===== config.mk =====
export PLATFORM = sky130hd
export DESIGN_NAME = imm_pipe
export DESIGN_NICKNAME = d
export VERILOG_FILES = /design/src/rtl/imm_pipe.sv
export SDC_FILE = /design/constraint.sdc
export NUM_CORES = 1
export LEC_CHECK = 0
export ABC_AREA = 1
export BUFFER_PORTS_ARGS = -buffer_cell sky130_fd_sc_hd__buf_4
export CAP_MARGIN = 5
export CORE_UTILIZATION = 45
export CTS_CLUSTER_SIZE = 30
export DETAILED_ROUTE_END_ITERATION = 16
export GPL_TIMING_DRIVEN = 0
export PLACE_DENSITY = 0.86
export SYNTH_ARGS = -nofsm -noshare
export SYNTH_HDL_FRONTEND = slang
export SYNTH_SLANG_ARGS = --single-unit
export TNS_END_PERCENT = 5

===== constraint.sdc =====
create_clock -name i_clk -period 3 [get_ports i_clk]
set_input_delay 0.75 -clock i_clk [delete_from_list [all_inputs] [get_ports i_clk]]
set_output_delay 0.75 -clock i_clk [all_outputs]
set_load 0.03 [all_outputs]

===== src/rtl/imm_pipe.sv =====
// imm_pipe -- RISC-V immediate decoder followed by an elastic register pipeline.
//
// The instruction word is decoded into a sign- or zero-extended immediate in
// the same cycle it is accepted. The result, the sideband tag and an
// illegal-format flag then travel through STAGES register stages. Each stage
// can load whenever it is empty or its successor is taking its entry, so
// bubbles collapse while the output is stalled.
//
// Parameters
//   XLEN       immediate width (32 or 64)
//   STAGES     number of register stages between input and output (1..4)
//   ENABLE_CSR 1: format bit [6] selects the CSR zimm immediate; 0: bit [6] is illegal
//   TAG_W      width of the sideband tag
//
// Ports
//   i_clk        clock, rising edge
//   i_rst        synchronous active-high reset
//   i_valid      upstream offers an instruction
//   o_ready      pipeline accepts the input this cycle
//   i_inst       32-bit instruction word
//   i_format     one-hot format: [0] R, [1] I, [2] S, [3] B, [4] U, [5] J, [6] CSR zimm
//   i_tag        sideband tag, carried unchanged
//   o_valid      output entry valid
//   i_ready      downstream accepts the output
//   o_immediate  decoded immediate of the output entry
//   o_tag        tag of the output entry
//   o_error      output entry had an illegal format encoding
module imm_pipe #(
  parameter int XLEN       = 32,
  parameter int STAGES     = 1,
  parameter int ENABLE_CSR = 0,
  parameter int TAG_W      = 5
) (
  input  logic             i_clk,
  input  logic             i_rst,
  input  logic             i_valid,
  output logic             o_ready,
  input  logic [31:0]      i_inst,
  input  logic [6:0]       i_format,
  input  logic [TAG_W-1:0] i_tag,
  output logic             o_valid,
  input  logic             i_ready,
  output logic [XLEN-1:0]  o_immediate,
  output logic [TAG_W-1:0] o_tag,
  output logic             o_error
);

  // ---------------------------------------------------------------------------
  // Combinational decode
  // ---------------------------------------------------------------------------
  logic            w_fmt_onehot;
  logic            w_csr_illegal;
  logic            w_err;
  logic [XLEN-1:0] w_imm;
  logic            w_unused_opcode;

  // The opcode field is not needed: the format arrives pre-decoded.
  assign w_unused_opcode = ^i_inst[6:0];

  // x & (x-1) clears the lowest set bit, so a non-zero result means two or
  // more bits were set.
  assign w_fmt_onehot  = (i_format != 7'd0) && ((i_format & (i_format - 7'd1)) == 7'd0);
  assign w_csr_illegal = i_format[6] && (ENABLE_CSR == 0);

  always_comb begin
    w_imm = '0;
    w_err = 1'b0;
    if (!w_fmt_onehot || w_csr_illegal) begin
      w_err = 1'b1;
    end else if (i_format[1]) begin
      w_imm = XLEN'($signed(i_inst[31:20]));
    end else if (i_format[2]) begin
      w_imm = XLEN'($signed({i_inst[31:25], i_inst[11:7]}));
    end else if (i_format[3]) begin
      w_imm = XLEN'($signed({i_inst[31], i_inst[7], i_inst[30:25], i_inst[11:8], 1'b0}));
    end else if (i_format[4]) begin
      // Upper immediate is already 32 bits wide; only XLEN=64 actually extends.
      w_imm = XLEN'($signed({i_inst[31:12], 12'b0}));
    end else if (i_format[5]) begin
      w_imm = XLEN'($signed({i_inst[31], i_inst[19:12], i_inst[20], i_inst[30:21], 1'b0}));
    end else if (i_format[6]) begin
      w_imm = XLEN'(i_inst[19:15]);
    end
    // R-type (bit [0]) falls through with a zero immediate and no error.
  end

  // ---------------------------------------------------------------------------
  // Stage registers, index 0 is the first stage, STAGES-1 drives the outputs
  // ---------------------------------------------------------------------------
  logic [STAGES-1:0] r_valid;
  logic [XLEN-1:0]   r_imm [STAGES];
  logic [TAG_W-1:0]  r_tag [STAGES];
  logic              r_err [STAGES];

  // w_ready[k]: stage k may load this cycle; w_ready[STAGES] is the downstream.
  logic [STAGES:0] w_ready;

  always_comb begin
    w_ready         = '0;
    w_ready[STAGES] = i_ready;
    for (int k = STAGES - 1; k >= 0; k--) begin
      w_ready[k] = !r_valid[k] || w_ready[k+1];
    end
  end

  always_ff @(posedge i_clk) begin
    if (i_rst) begin
      r_valid <= '0;
      for (int k = 0; k < STAGES; k++) begin
        r_imm[k] <= '0;
        r_tag[k] <= '0;
        r_err[k] <= 1'b0;
      end
    end else begin
      // A loading stage takes its predecessor's valid bit verbatim: an empty
      // predecessor becomes a bubble. Payload only moves with a real entry.
      if (w_ready[0]) begin
        r_valid[0] <= i_valid;
        if (i_valid) begin
          r_imm[0] <= w_imm;
          r_tag[0] <= i_tag;
          r_err[0] <= w_err;
        end
      end
      for (int k = 1; k < STAGES; k++) begin
        if (w_ready[k]) begin
          r_valid[k] <= r_valid[k-1];
          if (r_valid[k-1]) begin
            r_imm[k] <= r_imm[k-1];
            r_tag[k] <= r_tag[k-1];
            r_err[k] <= r_err[k-1];
          end
        end
      end
    end
  end

  assign o_ready     = w_ready[0];
  assign o_valid     = r_valid[STAGES-1];
  assign o_immediate = r_imm[STAGES-1];
  assign o_tag       = r_tag[STAGES-1];
  assign o_error     = r_err[STAGES-1];

endmodule

-- After elaboration in Yosys (flattened, before gate mapping)
Memories as Yosys holds them, arrays and structs flattened.
Index checks and enable logic that the tools add are counted.
- add/subtract/negate cells: 1
- multipliers: 0
- divide/modulo/power cells: 0
- order comparisons: 0
- equality and inequality tests: 0
- shift-type cells: 0
- multiplexer cells: 20
- bitwise operators: 1
- reductions and logical operators: 10
- operator list (operator ; number):
    two-way mux 32 bit ; 7
    OR reduction 32 bit ; 1
    two-way mux 1 bit ; 11
    two-way mux 5 bit ; 2
    bitwise AND 7 bit ; 1
    logical NOT 7 bit ; 1
    nonzero test 7 bit ; 1
    subtractor 7 x 1 -> 7 bit (second input constant) ; 1
    OR reduction 5 bit ; 1
    logical NOT 1 bit ; 2
    logical OR 1 bit ; 2
    logical AND 1 bit ; 1
    OR reduction 1 bit ; 1
- flip-flop bits (word level): 1
- latch bits: 0
- RAM bits: 38
- ROM bits: 0
- logic and storage cells: 36
- memories: 3
- memories (memory ; words ; width ; rd ports ; clocked after memory_dff ; wr ports ; RTL line ; text):
    r_imm ; 1 ; 32 ; 1 ; 0 ; 1 ; 91 ; logic [XLEN-1:0] r_imm [STAGES];
    r_tag ; 1 ; 5 ; 1 ; 0 ; 1 ; 92 ; logic [TAG_W-1:0] r_tag [STAGES];
    r_err ; 1 ; 1 ; 1 ; 0 ; 1 ; 93 ; logic r_err [STAGES];

-- Longest topological paths before layout
Gate-level depths: netlist (run 1).
- depth in word-level cells: 8
- mapped depth: 9

-- Worst setup path after synthesis (run 1)
Ideal clock, no wire load.
- path kind: input port to flip-flop
- start point: in i_ready
- end point: mem r_err[0], enable pin
- setup time: 396 ps
- arrival: 1996 ps
- required time: 2604 ps
- setup slack: 608 ps
- stages on the path: 4
- path buffers: 0
- cell sequence: inv_1 > nand2_1 > nand2_1 > nand2_1
- cells in the longest elaborated chain, start to end: 6
- RTL lines (item ; RTL line ; text):
    start, declared ; 42 ; input logic i_ready,
    logical OR 1 bit (*) ; 102 ; w_ready[k] = !r_valid[k] || w_ready[k+1];
    named net o_ready ; 37 ; output logic o_ready,
    two-way mux 1 bit (*) ; 117 ; if (w_ready[0]) begin
    two-way mux 1 bit (*) ; 107 ; if (i_rst) begin
    two-way mux 1 bit (not written as such) (*) ; 122 ; r_err[0] <= w_err;
    OR reduction 1 bit (no source line) ; - ;
    two-way mux 1 bit (no source line) (*) ; - ;
    end, declared ; 93 ;
The timed path passes the listed nets; every way through them passes the cells marked *.

-- Final worst setup path (run 1)
- start point: in i_ready
- end point: out o_ready
- cells in the longest elaborated chain, start to end: 1
- RTL lines (item ; RTL line):
    logical OR 1 bit ; 102
    end, declared ; 37
Every way passes these cells.

==> results.yml, run 1 <==
pwr:
  powerDensity_nw_per_um2: 485
  clockPowerShare_pct: 32.4
  pwr-share-seq_pct: 48.4
  ir_drop_uv: 301
  switching_share_pct: 26.4
  p_leak_nw: 1.35
  p_int_w: 0.000967
  design_power_total_w: 0.00131
  pwr-share-comb_pct: 19.1
  p_switching_w: 0.000348
detailed_routing:
  first_pass_iters: 4
  vias_per_cell: 5.04
  drc: 0
  vias: 1750
  drt_wl_total_mm: 4.70
  avgRoutedWirePerCell_um: 13.5
  drtIter0Drc: 308
  final_antenna_net_count: 0
logic_synthesis:
  yosysWarnings: 0
  synth.distinct_cells: 22
  netlist_area_sq_um: 1950
  syn_inst: 210
  synth.top_cell.area_share_pct: 58.6
  yosysSeqAreaShare_pct: 59.6
  synthTopCellsByArea: "edfxtp_1 (59%), nor2_1 (8.7%), nand2_1 (7.5%), inv_1 (6.2%), a31oi_1 (2.6%)"
  synth_top_cell_by_area: "edfxtp_1"
  synth_top_flop_cell: "edfxtp_1"
  synth_edf_count: 38
  syn-num-nets: 258
  async_reset_ff_share_pct: 0
  syn-mean-instance-area_sq_um: 9.27
  ys_seq_elements: 39
final_layout:
  drive_gt1_share_pct: 35.0
  num_antenna_cells: 0
  mostFrequentLayoutCells: "buf_4 (80), nor2_1 (45), nand2_1 (38), edfxtp_1 (38), inv_1 (32)"
  finish.net_count: 344
  final_cells: 347
  final_common_cell: "buf_4"
  syn2layout_area_growth_pct: 39.3
critical_path:
  r2r_slack_ns: 1.43
  arrival_ns: 1.14
  critPathLaunchType: "input pin"
  slowest_delay_ns: 0.18
  slowest_stage: "buf_4"
  cpMostUsedCell: "buf_4"
  cp_max_fo: 3
  r2r-end: "r_imm[0][14]"
  worstRegToRegCells: 3
  critPathKind: "input pin to primary output"
  r2r_start: "o_valid"
  cp_data_required_time_ns: 2.25
  path_cells: "buf_4, inv_1, nand2_1, buf_4"
  critPathCaptureType: "primary output"
job:
  cap_violations: 0
clock_network:
  cts.clk_slew.worst_paths_ns: 0.07
  root_buffer: "clkbuf_8"
  htreeDepth: 2
  cts_max_path_buffers: 2
  cts_hold_repair.buffers: 0
  cts_tree: "built"
  clock_sinks: 39
  cts-buffers-inserted: 5
  ctsResizeCount: 0
  postCtsSetupRepairBufs: 0
  clock_latency_ns: 0.29
floorplanning:
  initial_utilization_pct: 47.6
  chipHeight_um: 67.8
  core_area_sq_um: 4090
  rows: 23
  dieArea_sq_um: 4590
  io_pins: 88
  die_x_um: 67.8
sta:
  worst_pin_slew_ns: 0.876
  maxSlewViolCount: 0
  max_slew_margin_pct: 41.4
  fmax_mhz: 528
  fin_crit_sh_pct: 63.2
  setup_viol_count_final: 0
  rsz0062_at_grt: "no"
  period_needed_ns: 1.89
  finClkSkew_ns: 0.00535
  fin_setup_tns_ns: 0
  hold_violations: 0
hold_path:
  min-delay-start: "o_valid"
  hold_end: "o_valid"
  hp-class: "flop to flop"
  holdPathStages: 2
global_routing:
  grt_max_degree: 39
  grt_pass1_vias: 1637
  antenna_found_initial: 0
  gr-total-overflow: 0
  grt_usage_pct: 21.9
  grt_pass1_wl_mm: 7.25
placement:
  portBuffers: 79
  dp_cells: 339
  place_hpwl_mm: 3.47
  place_congestion: 0.863
run_status:
  run_status: "finished clean"
==> area by class of cell <==
cell class	instances	area, sq um
Multi-Input combinational cell	131	608
Tap cell	50	62.6
Inverter	33	124
Fill cell	320	1370
Clock inverter	3	38.8
Sequential cell	39	1160
Timing Repair Buffer	79	593
Buffer	7	56.3
Clock buffer	5	68.8
==> stage by stage <==
stage | cell area (sq um) | util, % | hold WS (ns) | setup slack, ns
floorplan | 1950 | - | 0.819 | 0.608
global placement | 2600 | 63.7 | 0.505 | 0.457
detailed placement | 2610 | 63.7 | 0.518 | 0.872
CTS | 2710 | 66.4 | 0.544 | 1.10
global route | 2710 | 66.4 | 0.568 | 1.07
finish | 2710 | 66.4 | 0.535 | 1.11
==> layer usage <==
| metal | GRT usage [%] | part of all wire, % |
|---|---|---|
| met1 | 25.1 | 37 |
| met2 | 36.5 | 52 |
| met3 | 6.25 | 7.9 |
| met4 | 12.0 | 3.4 |
| met5 | 0 | 0 |
==> flip-flops by register name, summed over array words and instances (netlist names) <==
signal   cells
r_err        1
r_imm       32
o_valid      1
r_tag        5
==> worst max path at each step <==
stage | slack (ns) | to | startpoint | cells past startpoint
2_1_floorplan | 0.61 | r_err[0] | i_ready | 4
3_3_place_gp | 0.46 | r_imm[0][12] | i_ready | 5
3_5_place_dp | 0.87 | r_imm[0][22] | i_ready | 5
4_1_cts | 1.10 | o_ready | i_ready | 4
5_1_grt | 1.07 | r_imm[0][18] | i_ready | 5
6_report | 1.11 | o_ready | i_ready | 4
==> cells in the mapped netlist, types with 2 or more instances <==
cell type / instances
nor2_1: 45
a31oi_1: 8
a21oi_1: 7
inv_1: 32
o21ai_0: 10
nor2_2: 4
buf_6: 3
nand3_1: 9
edfxtp_1: 38
nor2_4: 2
nand2_1: 39
buf_2: 3
==> power by group through the flow <==
stage                     Combinational [W]  Sequential [W]  Clock, W
after detailed placement           0.000249        0.000650         0
after global placement             0.000243        0.000649         0
final                              0.000251        0.000637  0.000427
after global routing               0.000271        0.000641  0.000448
after floorplan                   0.0000740        0.000713         0
after CTS                          0.000251        0.000638  0.000429
==> cell families after synthesis <==
family	count (synthesis)	synth area share, %
simple gates	104	23.6
flops	39	59.6
buf+inv	40	9.25
compound gates	27	7.52
==> critical path: cells and delay by family <==
kind / cells / cell delay, ns
and+or+nand+nor: 1 / 0.07
buffers and inverters: 3 / 0.32
(Power assumes the default switching activity.)
==> run 2, diff against run 1 <==
- CORE_UTILIZATION: 45 -> 42
- PLACE_DENSITY: 0.86 -> 0.85
- clock period: 3 -> 1.74 ns (I/O delays scaled with it)
==> run 2 against run 1 <==
Against the previous run: combinational power rose by 71%; cell area grew 0.28%; worst setup slack got worse by 0.82 ns; critical path type is now flop to flop; largest cell class unchanged; largest power group unchanged.
==> results.yml, run 2 (same netlist as run 1, synthesis figures left out) <==
floorplanning:
  initial_utilization_pct: 44.1
  core_area_sq_um: 4410
  dieArea_sq_um: 4910
  rows: 24
  chipHeight_um: 70.1
  io_pins: 88
  die_x_um: 70.1
final_layout:
  nFillCells: 353
  regArea_sq_um: 1160
  mostFrequentLayoutCells: "buf_4 (80), nor2_1 (45), nand2_1 (38), edfxtp_1 (38), inv_1 (32)"
  multi_input_area_sq_um: 613
  num_antenna_cells: 0
  final_common_cell: "buf_4"
  largest_register_ffs: 32
  syn2layout_area_growth_pct: 39.7
  reg_top3: "r_imm: 32 flops, r_tag: 5 flops"
  finish.net_count: 344
  drive_gt1_share_pct: 35.0
  top_register: "r_imm"
sta:
  worst_pin_slew_ns: 0.498
  setup_viol_count_final: 0
  max_slew_margin_pct: 66.7
  fin_setup_tns_ns: 0
  fmax_mhz: 687
  rsz0062_at_grt: "no"
  maxSlewViolCount: 0
  timing.hold.ws_ns: 0.294
  period_needed_ns: 1.46
  fin_crit_sh_pct: 83.7
  hold_violations: 0
  finClkSkew_ns: 0.00419
  setup_slack_ns: 0.284
pwr:
  design_power_total_w: 0.00227
  powerDensity_nw_per_um2: 835
  ir_drop_uv: 513
  switching_share_pct: 26.6
  clockPowerShare_pct: 32.7
  pwr-share-seq_pct: 48.4
  pwr-share-comb_pct: 18.9
  p_switching_w: 0.000603
  p_int_w: 0.00167
  p_leak_nw: 1.35
critical_path:
  slowest_delay_ns: 0.32
  critPathCaptureType: "flop"
  worstPathBufferInverterCount: 1
  cp_max_fo: 10
  arrival_ns: 1.61
  critPathTopFamily: "simple AND/OR/NAND/NOR gates"
  path_cells: "nand2_1, nand2_1, nor2_1, nand4_4, buf_6, nor2_1"
  slowest_stage: "dfxtp_1"
  cp_data_required_time_ns: 1.90
  critPathLaunchType: "flop"
  critPathKind: "flop to flop"
clock_network:
  htreeDepth: 2
  root_buffer: "clkbuf_8"
  cts-buffers-inserted: 5
  cts_hold_repair.buffers: 0
  cts_max_path_buffers: 2
  cts_tree: "built"
  clock_latency_ns: 0.30
  clock_sinks: 39
  ctsResizeCount: 0
  cts.clk_slew.worst_paths_ns: 0.07
  postCtsSetupRepairBufs: 0
placement:
  place_hpwl_mm: 3.31
  dp_slack_ns: 0.0146
  place_congestion: 0.912
  portBuffers: 79
detailed_routing:
  drtIter0Drc: 153
  first_pass_iters: 4
  drc: 0
  final_antenna_net_count: 0
  vias_per_cell: 4.88
  drt_wl_total_mm: 4.47
  avgRoutedWirePerCell_um: 12.8
  vias: 1702
job:
  cap_violations: 0
global_routing:
  grt_usage_pct: 19.4
  grt_pass1_vias: 1640
  antenna_found_initial: 0
  grt_max_degree: 39
  gr-total-overflow: 0
  grt_pass1_wl_mm: 7.40
hold_path:
  hp-class: "input pin to flop"
run_status:
  run_status: "finished clean"
## run 2: cell counts in the layout (fill, tap and decap cells not counted)
Identical to the previous run, type by type.
## run 2: path summary, 6_finish.rpt
path         slack, ns     from  cells after the start      endpoint
max reg2reg       0.28  o_valid                      6  r_imm[0][11]
min reg2reg       0.52  o_valid                      2       o_valid
min               0.29    i_rst                      2       o_valid
max               0.28  o_valid                      6  r_imm[0][11]
## run 2: worst register-to-register path, stage by stage (launching register included)
cell     delay, ns
dfxtp_1       0.32
nand2_1       0.10
nand2_1       0.12
nor2_1        0.29
nand4_4       0.19
buf_6         0.19
nor2_1        0.11
## run 2: final cells by class
class	instances	area share [%]
inverter	33	4.55
multi-input combinational	131	22.5
buffer	7	2.07
clock buffer	5	2.53
sequential	39	42.7
clock inverter	3	1.43
timing repair buffer	79	21.8
tap	52	2.39
## run 2: power groups by stage
stage	Combinational (W)	Clock (W)	Sequential, W
after floorplan	0.000130	0	0.00123
after global placement	0.000422	0	0.00112
after detailed placement	0.000429	0	0.00112
after CTS	0.000431	0.000741	0.00110
after global routing	0.000463	0.000790	0.00110
final	0.000429	0.000743	0.00110
## run 2: per-layer routing
| layer | GRT usage [%] | vias to the layer above | wire length [um] |
|---|---|---|---|
| met5 | 0 | - | 0 |
| met3 | 4.91 | 9 | 294 |
| li1 | - | 854 | - |
| met2 | 33.7 | 74 | 2310 |
| met4 | 8.89 | 0 | 96 |
| met1 | 22.4 | 765 | 1770 |
## run 2: through the flow
step / utilization [%] / instance area (sq um) / instances
5_1_grt: 61.6 / 2720 / 349
4_1_cts: 61.6 / 2720 / 349
3_5_place_dp: 59.2 / 2610 / 341
6_report: 61.6 / 2720 / 349
2_1_floorplan: - / 1950 / 210
3_3_place_gp: 59.2 / 2610 / 341
==> run 3, diff against run 2 <==
- CORE_UTILIZATION: 42 -> 45
- PLACE_DENSITY: 0.85 -> 0.86
- clock period: 1.74 -> 1.5 ns (I/O delays scaled with it)
==> run 3 against run 2 <==
Against the previous run: core utilization grew 5.2 points; global-route usage up 1.6 points; cell count shrank 0.57%; non-clock buffer count unchanged; via count is 5.1% higher; sequential share of layout area decreased by 0.13 points; count of clock-buffer cells in the layout unchanged; largest cell class unchanged; highest routed layer unchanged.
==> results.yml, run 3 (same netlist as run 1, synthesis figures left out) <==
sta:
  fin_crit_sh_pct: 94.5
  hold_violations: 0
  worst_pin_slew_ns: 0.474
  finClkSkew_ns: 0.00391
  period_needed_ns: 1.42
  max_slew_margin_pct: 68.3
  maxSlewViolCount: 0
  rsz0062_at_grt: "no"
  fin_setup_tns_ns: 0
  fmax_mhz: 705
  setup_viol_count_final: 0
final_layout:
  drive_gt1_share_pct: 36.0
  fin_area_sq_um: 2730
  finish.net_count: 344
  syn2layout_area_growth_pct: 40.3
  largest_register_ffs: 32
  num_antenna_cells: 0
  top_register: "r_imm"
  final_common_cell: "buf_4"
  nFillCells: 311
  mostFrequentLayoutCells: "buf_4 (80), nor2_1 (44), edfxtp_1 (38)"
  reg_top3: "r_imm: 32 flops, r_tag: 5 flops"
critical_path:
  cp_data_required_time_ns: 1.55
  cp_max_fo: 10
  worstPathBufferInverterCount: 4
  critPathCaptureType: "flop"
  critPathTopFamily: "buffers and inverters"
  critPathKind: "input pin to flop"
  slowest_stage: "clkbuf_4"
  slowest_delay_ns: 0.20
  critPathLaunchType: "input pin"
  path_cells: "buf_4, inv_2, nand2_2, nor2_4, nand2_4, nand2_1, clkbuf_4, o21ai_0, inv_1, nor2_1"
  arrival_ns: 1.47
clock_network:
  root_buffer: "clkbuf_8"
  cts_tree: "built"
  ctsResizeCount: 0
  clock_sinks: 39
  cts_hold_repair.buffers: 0
  clock_latency_ns: 0.29
  cts-buffers-inserted: 5
  cts_max_path_buffers: 2
  cts.clk_slew.worst_paths_ns: 0.07
  postCtsSetupRepairBufs: 0
  htreeDepth: 2
placement:
  place_hpwl_mm: 3.30
  place_congestion: 0.860
  portBuffers: 79
  placed_area_sq_um: 2620
detailed_routing:
  final_antenna_net_count: 0
  vias_per_cell: 5.15
  drt_wl_total_mm: 4.58
  first_pass_iters: 5
  drtIter0Drc: 223
  drc: 0
  avgRoutedWirePerCell_um: 13.2
  vias: 1788
global_routing:
  grt_max_degree: 39
  grt_pass1_vias: 1608
  gr-total-overflow: 0
  grt_usage_pct: 21.0
  antenna_found_initial: 0
  grt_pass1_wl_mm: 6.82
pwr:
  ir_drop_uv: 571
  pwr-share-seq_pct: 48.4
  p_leak_nw: 1.35
  clockPowerShare_pct: 32.3
  p_switching_w: 0.000693
  pwr-share-comb_pct: 19.3
  powerDensity_nw_per_um2: 963
  p_int_w: 0.00194
  switching_share_pct: 26.4
hold_path:
  hp-class: "input pin to flop"
floorplanning:
  io_pins: 88
  die_x_um: 67.8
  core_area_sq_um: 4090
  initial_utilization_pct: 47.6
  rows: 23
  chipHeight_um: 67.8
  dieArea_sq_um: 4590
job:
  cap_violations: 0
run_status:
  run_status: "finished clean"
## run 3: path summary, 6_finish.rpt
check / cells after the start / from / end / slack [ns]
setup reg to reg: 6 / o_valid / r_imm[0][14] / 0.16
hold reg to reg: 2 / o_valid / o_valid / 0.49
setup / recovery: 10 / i_format[1] / r_imm[0][23] / 0.08
hold / removal: 2 / i_rst / o_valid / 0.26
## run 3: area by class of cell
class	instances	area (sq um)	share of cell area [%]
Tap cell	50	62.6	2.29
Timing Repair Buffer	79	593	21.7
Buffer	7	58.8	2.15
Sequential cell	39	1160	42.6
Clock inverter	3	38.8	1.42
Inverter	33	124	4.54
Clock buffer	5	68.8	2.52
Multi-Input combinational cell	131	623	22.8
## run 3: stage by stage
step / std cells / total power, W / utilization (%) / worst slack [ns] / hold slack [ns]
after floorplan: 210 / 0.00158 / - / 0.0611 / 0.437
after global placement: 339 / 0.00179 / 64.0 / -0.141 / 0.479
after detailed placement: 339 / 0.00180 / 64.0 / -0.204 / 0.482
after CTS: 347 / 0.00263 / 66.7 / 0.0957 / 0.243
after global routing: 347 / 0.00273 / 66.8 / 0.0244 / 0.263
final: 347 / 0.00263 / 66.8 / 0.0820 / 0.263
## run 3: power by group through the flow
stage	clock network, W	registers, W	logic (W)
global route	0.000907	0.00128	0.000545
CTS	0.000857	0.00127	0.000505
global placement	0	0.00130	0.000491
floorplan	0	0.00143	0.000152
detailed placement	0	0.00130	0.000501
finish	0.000849	0.00127	0.000508
## run 3: per-layer routing
metal  GRT usage (%)  vias to the layer above  share of wire (%)
met4            13.3                        0                4.3
met5               0                        -                  0
li1                -                      856                  -
met2            33.8                      109                 49
met1            24.2                      798                 38
met3            6.42                       25                8.5
